$ cat src/rtl/neuro_host_pkg.sv
// Shared definitions for the neuromorphic host master: responder register map and sequencer states.
package neuro_host_pkg;

    localparam int unsigned ADDR_W    = 8;
    localparam int unsigned DATA_W    = 8;
    localparam int unsigned IDX_W     = 3;
    localparam int unsigned RES_BYTES = 8;
    localparam int unsigned RES_W     = RES_BYTES * DATA_W;

    localparam logic [ADDR_W-1:0] ADDR_CTRL     = 8'h00;
    localparam logic [ADDR_W-1:0] ADDR_STATUS   = 8'h01;
    localparam logic [ADDR_W-1:0] ADDR_THRESH   = 8'h02;
    localparam logic [ADDR_W-1:0] ADDR_LEAK     = 8'h03;
    localparam logic [ADDR_W-1:0] ADDR_LRATE    = 8'h04;
    localparam logic [ADDR_W-1:0] ADDR_OUT_BASE = 8'h20;

    typedef enum logic [2:0] {
        IDLE,
        WR_CFG,
        POLL_REQ,
        POLL_WAIT,
        RD_REQ,
        RD_WAIT,
        FINISH
    } state_e;

    // Configuration write slot -> register address; slot 3 (control) is always written last.
    function automatic logic [ADDR_W-1:0] cfg_addr(input logic [IDX_W-1:0] slot);
        logic [ADDR_W-1:0] a;
        case (slot)
            3'd0:    a = ADDR_THRESH;
            3'd1:    a = ADDR_LEAK;
            3'd2:    a = ADDR_LRATE;
            default: a = ADDR_CTRL;
        endcase
        return a;
    endfunction

endpackage

$ cat src/rtl/neuro_host_master.sv
// Host-side sequencer: configures the neuromorphic core, polls status, reads 8 output bytes, with abort timeout.
// Define NEURO_HOST_CFG_EN to write threshold/leak/lrate before control; otherwise only control is written.
module neuro_host_master
    import neuro_host_pkg::*;
#(
    parameter int unsigned TIMEOUT_CYCLES = 1023
) (
    input  logic              clk,
    input  logic              rst,
    input  logic              start,
    input  logic [DATA_W-1:0] cfg_threshold,
    input  logic [DATA_W-1:0] cfg_leak,
    input  logic [DATA_W-1:0] cfg_lrate,
    input  logic [DATA_W-1:0] cfg_control,
    output logic              busy,
    output logic              done,
    output logic              timeout_err,
    output logic [RES_W-1:0]  result,
    output logic              result_valid,
    output logic [ADDR_W-1:0] cpu_addr,
    output logic              cpu_write_enable,
    output logic [DATA_W-1:0] cpu_write_data,
    output logic              cpu_read_enable,
    input  logic [DATA_W-1:0] cpu_read_data,
    input  logic              cpu_ready
);

    localparam int unsigned CNT_W = $clog2(TIMEOUT_CYCLES + 1);
`ifdef NEURO_HOST_CFG_EN
    localparam logic [IDX_W-1:0] FIRST_WR = 3'd0;
`else
    localparam logic [IDX_W-1:0] FIRST_WR = 3'd3;
`endif
    localparam logic [IDX_W-1:0] LAST_WR  = 3'd3;
    localparam logic [IDX_W-1:0] LAST_OUT = 3'd7;

    state_e             state_q, state_d;
    logic [IDX_W-1:0]   idx_q, idx_d;
    logic [CNT_W-1:0]   cnt_q, cnt_d;
    logic [RES_W-1:0]   result_q, result_d;
    logic               rvalid_q, rvalid_d;
    logic               terr_q, terr_d;
    logic               done_q, done_d;
    logic               busy_q, busy_d;
    logic               we_q, we_d;
    logic               re_q, re_d;
    logic [ADDR_W-1:0]  addr_q, addr_d;
    logic [DATA_W-1:0]  wdata_q, wdata_d;

    // Next state; bus strobes are decoded from the next state so they register alongside it.
    always_comb begin
        state_d  = state_q;
        idx_d    = idx_q;
        cnt_d    = cnt_q;
        result_d = result_q;
        rvalid_d = rvalid_q;
        terr_d   = terr_q;
        done_d   = 1'b0;
        we_d     = 1'b0;
        re_d     = 1'b0;
        addr_d   = '0;
        wdata_d  = '0;

        case (state_q)
            IDLE: begin
                if (start) begin
                    state_d  = WR_CFG;
                    idx_d    = FIRST_WR;
                    cnt_d    = '0;
                    rvalid_d = 1'b0;
                    terr_d   = 1'b0;
                end
            end
            FINISH: state_d = IDLE;
            default: begin
                if (cnt_q == CNT_W'(TIMEOUT_CYCLES)) begin
                    // Abort wins over any response arriving in the same cycle.
                    state_d = IDLE;
                    terr_d  = 1'b1;
                    done_d  = 1'b1;
                end else begin
                    cnt_d = cnt_q + CNT_W'(1);
                    case (state_q)
                        WR_CFG: begin
                            if (idx_q == LAST_WR) state_d = POLL_REQ;
                            else                  idx_d   = idx_q + IDX_W'(1);
                        end
                        POLL_REQ: state_d = POLL_WAIT;
                        POLL_WAIT: begin
                            if (cpu_ready) begin
                                if (cpu_read_data[0]) begin
                                    state_d = RD_REQ;
                                    idx_d   = '0;
                                end else begin
                                    state_d = POLL_REQ;
                                end
                            end
                        end
                        RD_REQ: state_d = RD_WAIT;
                        RD_WAIT: begin
                            if (cpu_ready) begin
                                result_d[{idx_q, 3'b000} +: DATA_W] = cpu_read_data;
                                if (idx_q == LAST_OUT) begin
                                    state_d  = FINISH;
                                    rvalid_d = 1'b1;
                                    done_d   = 1'b1;
                                end else begin
                                    state_d = RD_REQ;
                                    idx_d   = idx_q + IDX_W'(1);
                                end
                            end
                        end
                        default: ;
                    endcase
                end
            end
        endcase

        case (state_d)
            WR_CFG: begin
                we_d   = 1'b1;
                addr_d = cfg_addr(idx_d);
                case (idx_d)
                    3'd0:    wdata_d = cfg_threshold;
                    3'd1:    wdata_d = cfg_leak;
                    3'd2:    wdata_d = cfg_lrate;
                    default: wdata_d = cfg_control;
                endcase
            end
            POLL_REQ: begin
                re_d   = 1'b1;
                addr_d = ADDR_STATUS;
            end
            RD_REQ: begin
                re_d   = 1'b1;
                addr_d = ADDR_OUT_BASE + ADDR_W'(idx_d);
            end
            default: ;
        endcase

        busy_d = (state_d != IDLE);
    end

    always_ff @(posedge clk) begin
        if (rst) begin
            state_q  <= IDLE;
            idx_q    <= '0;
            cnt_q    <= '0;
            result_q <= '0;
            rvalid_q <= 1'b0;
            terr_q   <= 1'b0;
            done_q   <= 1'b0;
            busy_q   <= 1'b0;
            we_q     <= 1'b0;
            re_q     <= 1'b0;
            addr_q   <= '0;
            wdata_q  <= '0;
        end else begin
            state_q  <= state_d;
            idx_q    <= idx_d;
            cnt_q    <= cnt_d;
            result_q <= result_d;
            rvalid_q <= rvalid_d;
            terr_q   <= terr_d;
            done_q   <= done_d;
            busy_q   <= busy_d;
            we_q     <= we_d;
            re_q     <= re_d;
            addr_q   <= addr_d;
            wdata_q  <= wdata_d;
        end
    end

    assign busy             = busy_q;
    assign done             = done_q;
    assign timeout_err      = terr_q;
    assign result           = result_q;
    assign result_valid     = rvalid_q;
    assign cpu_addr         = addr_q;
    assign cpu_write_enable = we_q;
    assign cpu_write_data   = wdata_q;
    assign cpu_read_enable  = re_q;

endmodule

$ cat config.mk
export PLATFORM = sky130hd
export DESIGN_NAME = neuro_host_master
export DESIGN_NICKNAME = d
export VERILOG_FILES = /design/src/rtl/neuro_host_pkg.sv /design/src/rtl/neuro_host_master.sv
export SDC_FILE = /design/constraint.sdc
export NUM_CORES = 1
export LEC_CHECK = 0
export ABC_CLOCK_PERIOD_IN_PS = 3350
export CAP_MARGIN = 20
export CORE_MARGIN = 2
export CORE_UTILIZATION = 31
export CTS_BUF_LIST = sky130_fd_sc_hd__clkbuf_8 sky130_fd_sc_hd__clkbuf_16
export DETAILED_ROUTE_END_ITERATION = 10
export GPL_TIMING_DRIVEN = 1
export MAX_ROUTING_LAYER = met4
export PLACE_DENSITY = 0.53
export SLEW_MARGIN = 20
export SYNTH_ARGS = -nofsm -noshare
export SYNTH_HDL_FRONTEND = slang
export SYNTH_SLANG_ARGS = --single-unit
export TNS_END_PERCENT = 50
$ cat constraint.sdc
create_clock -name clk -period 3.35 [get_ports clk]
set_input_delay 0.5025 -clock clk [delete_from_list [all_inputs] [get_ports clk]]
set_output_delay 0.5025 -clock clk [all_outputs]
set_load 0.01 [all_outputs]
==> impl_summary.log <==
INFO  metric outcome = complete, no violations
INFO  metric cts-htree-levels = 3
INFO  metric post-cts-setup-buffer-count = 0
INFO  metric buffer_ports.inserted = around 130
INFO  metric total_vias_in_the_final_route = ~3,700
INFO  metric clock_latency = roughly 350 ps
INFO  metric max_cap_viol_count = 0
INFO  metric post_synth_num_cell_types = slightly below 60
INFO  metric critPathRequiredTime = about 3600 ps
INFO  metric cp_top_family = compound AO/OA/AOI/OAI gates
INFO  metric pin_count_of_the_biggest_net_entering_global_routing = 32
INFO  metric routed_wirelength = 12.05 mm
INFO  metric globalRoute.totalOverflow = 0
INFO  metric least_setup_slack_across_all_paths_after_layout = approximately 630 ps
INFO  metric die-width = between 100 and 150 um
INFO  metric path_cells = ha_1, nor2b_1, o31a_1, a21oi_1, o211ai_2, a2111oi_0, a2111oi_1
INFO  metric critical_path.endpoint_type = register
INFO  metric sequential_element_share_of_the_synthesized_area = ~45%
INFO  metric cts.clk_slew.worst_paths = 70 ps
INFO  metric final_setup_violation_count = 0
INFO  metric design.core.area = 13,830 um2
INFO  metric power.density = between 400 and 500 nW/um2
INFO  metric worstMarginPinSlew = a little over 600 ps
INFO  metric synth.ff_latch_count = 98
INFO  metric average_instance_area_after_synthesis = about 9.4 um2
INFO  metric synth_warnings = 0
INFO  metric ys_async_sr_fraction = 0%
INFO  metric firstDrtPassIters = 4
INFO  metric drt-initial-drc-count = approximately 220
INFO  metric cp.arrival = roughly 3000 ps
INFO  metric first_global_vias = 3,705
INFO  metric worstHoldPathType = reg -> reg
INFO  metric dp_slack = approximately 370 ps
INFO  metric vdd_ir_drop_max = approximately 0.37 mV
INFO  metric power.static_leakage = approximately 2.4 nW
INFO  metric synth_largest_area_cell = dfxtp_1
INFO  metric worst-path-buf-inv = 0
INFO  metric synth.top_cells.by_area = dfxtp_1, mux2i_1, nor2_1
INFO  metric row_count = between 40 and 50
INFO  metric postSynthCellCount = roughly 470
INFO  metric initial_core_util = a little under a third
INFO  metric detail_route.wl_per_cell = between 15 and 20 um
INFO  metric tritoncts = yes
INFO  metric clock_tree.root_cell = clkbuf_16
INFO  metric worst_path_largest_cell_delay = about 550 ps
INFO  metric synth_largest_type_area_fraction = roughly 45%
INFO  metric ant_nets = 0
INFO  metric synth_flop_cell = dfxtp_1
INFO  metric dp.final_hpwl = just under 9 mm
INFO  metric worst_clock_skew = ~9.7 ps
INFO  metric die_h = ~120 um
INFO  metric areaGrowthSynthToFinish = 37.27%
INFO  metric fmax = roughly 370 MHz
INFO  metric tns = 0 ps
INFO  metric synth_area = 4388 um2
INFO  metric relSlewSlack = a little under 60%
INFO  metric antennaDiodeCount = 0
INFO  metric num-nets-final = 622
INFO  metric cp-start-kind = register
INFO  metric clock_tree.buffer_depth = 2
INFO  metric cts_inserted_buffers = 9
INFO  metric resized_after_cts = 0
INFO  metric groute.usage.overall = between 10% and 20%
INFO  metric finalWeightedCongestion = 0.8293
INFO  metric drt_drc_violations_left = 0
INFO  metric num-fill-cells = 1,359
INFO  metric grt_setup_unrepaired = no
INFO  metric finalWorstPathRequiredPeriod = roughly 2700 ps
INFO  metric drive_gt1_share = 7.081%
INFO  metric type_of_the_worst_setup_path = reg -> reg
INFO  metric cts.hold.buffers_added = 0
INFO  metric dieArea = 15,120 um2
INFO  metric boundaryPins = 130
INFO  metric slew_violations = 0
INFO  metric timing_hold_violations_final = 0
INFO  metric cts_num_sinks = around 100
INFO  metric grt_antenna_before_repair = 0
INFO  metric layout_worst_path_cycle_share = approximately 81%
INFO  metric avgViaCountPerCell = ~4.9
INFO  metric worst_path_max_fanout = 10
INFO  metric grt_first_pass_wirelength = about 19 mm
INFO  metric slowest_stage = dfxtp_1
INFO  metric synth_edf_count = 0
[placed cells by master, fill, tap and decap left out, types with 9 or more instances in the layout]
cell / n
dfxtp_1: 98
nor4_1: 9
nor2_1: 87
nand2_1: 12
inv_1: 23
nand3_1: 10
mux2i_1: 64
a2111oi_1: 14
clkdlybuf4s50_1: 124
a21oi_1: 11
clkbuf_16: 9
[metrics by stage]
step | power (mW) | cell area [um2] | hold slack [ps] | std cells | util [%]
floorplan | 1.730 | 4399 | 458.5 | 468 | -
global placement | 1.965 | 5734 | 469.4 | 743 | 41.47
detailed placement | 1.967 | 5734 | 472.4 | 743 | 41.47
CTS | 2.983 | 6023 | 490.7 | 759 | 43.56
global route | 3.107 | 6023 | 509.3 | 759 | 43.56
finish | 2.939 | 6023 | 481.0 | 759 | 43.56
[cell type report]
class                      count  area, um2  area share [%]
clock inverter                 6      50.05          0.8309
timing repair buffer         133       1306           21.69
tap                          180      225.2           3.739
clock buffer                  10      239.0           3.968
sequential                    98       1962           32.57
inverter                      24      90.09           1.496
multi-input combinational    308       2151           35.71
[per-layer routing]
metal  vias up  routed length (um)  share of wire [%]  global-route usage (%)
met5         -                   0                  0                       -
met4         0                 142                1.2                   4.261
met3        12                 882                7.3                   6.642
met2       112                5597                 46                   26.07
met1      1728                5433                 45                   21.04
li1       1836                   -                  -                       -
[worst paths after layout]
check | startpoint | endpoint | slack (ps) | cells after the start
max | idx_q[0] | cpu_write_data[0] | 630 | 7
max reg2reg | idx_q[0] | cpu_write_data[0] | 630 | 7
min | result_valid | result_valid | 480 | 2
min reg2reg | result_valid | result_valid | 480 | 2
[Yosys cell counts, types with 3 or more instances]
cell type / n
inv_1: 23
nand4_1: 3
nand3_1: 10
and2_1: 5
a21oi_1: 11
nor2_1: 87
nor4_1: 9
clkbuf_1: 20
nand4b_1: 4
and3_1: 4
mux2i_1: 64
ha_1: 4
xor2_1: 3
a2111oi_1: 14
nor3_1: 8
nand2b_1: 6
a211oi_1: 8
dfxtp_1: 98
xnor2_1: 4
o21ai_0: 6
buf_4: 8
nand2_1: 12
buf_2: 5
[where the power goes]
group / switching, mW / internal, mW / leakage [nW]
Sequential: 0.0461 / 1.22 / 0.792
Combinational: 0.392 / 0.285 / 1.43
Clock: 0.462 / 0.533 / 0.141
Total: 0.900 / 2.04 / 2.36
[state kept, by name (all words and copies together) (netlist names)]
register	cells
busy	1
cnt_q	10
cpu_addr	4
cpu_read_enable	1
cpu_write_data	8
cpu_write_enable	1
done	1
idx_q	3
result	64
result_valid	1
state_q	3
timeout_err	1
[tightest hold or removal path, stage by stage, from the launching register on]
cell	delay, ps
dfxtp_1	330
a21oi_1	40
nor2_1	70
[kinds of logic after synthesis]
kind of cell | Yosys count | synth area share [%]
buffers and inverters | 62 | 6.529
other | 1 | 0.08546
AOI/OAI and AO/OA | 66 | 12.80
xor gates and xnor gates | 7 | 1.397
muxes | 65 | 14.86
and+or+nand+nor | 162 | 18.48
DFF | 98 | 44.71
adders and majority gates | 4 | 1.141
Note: power is estimated with default switching activity, not from simulation.
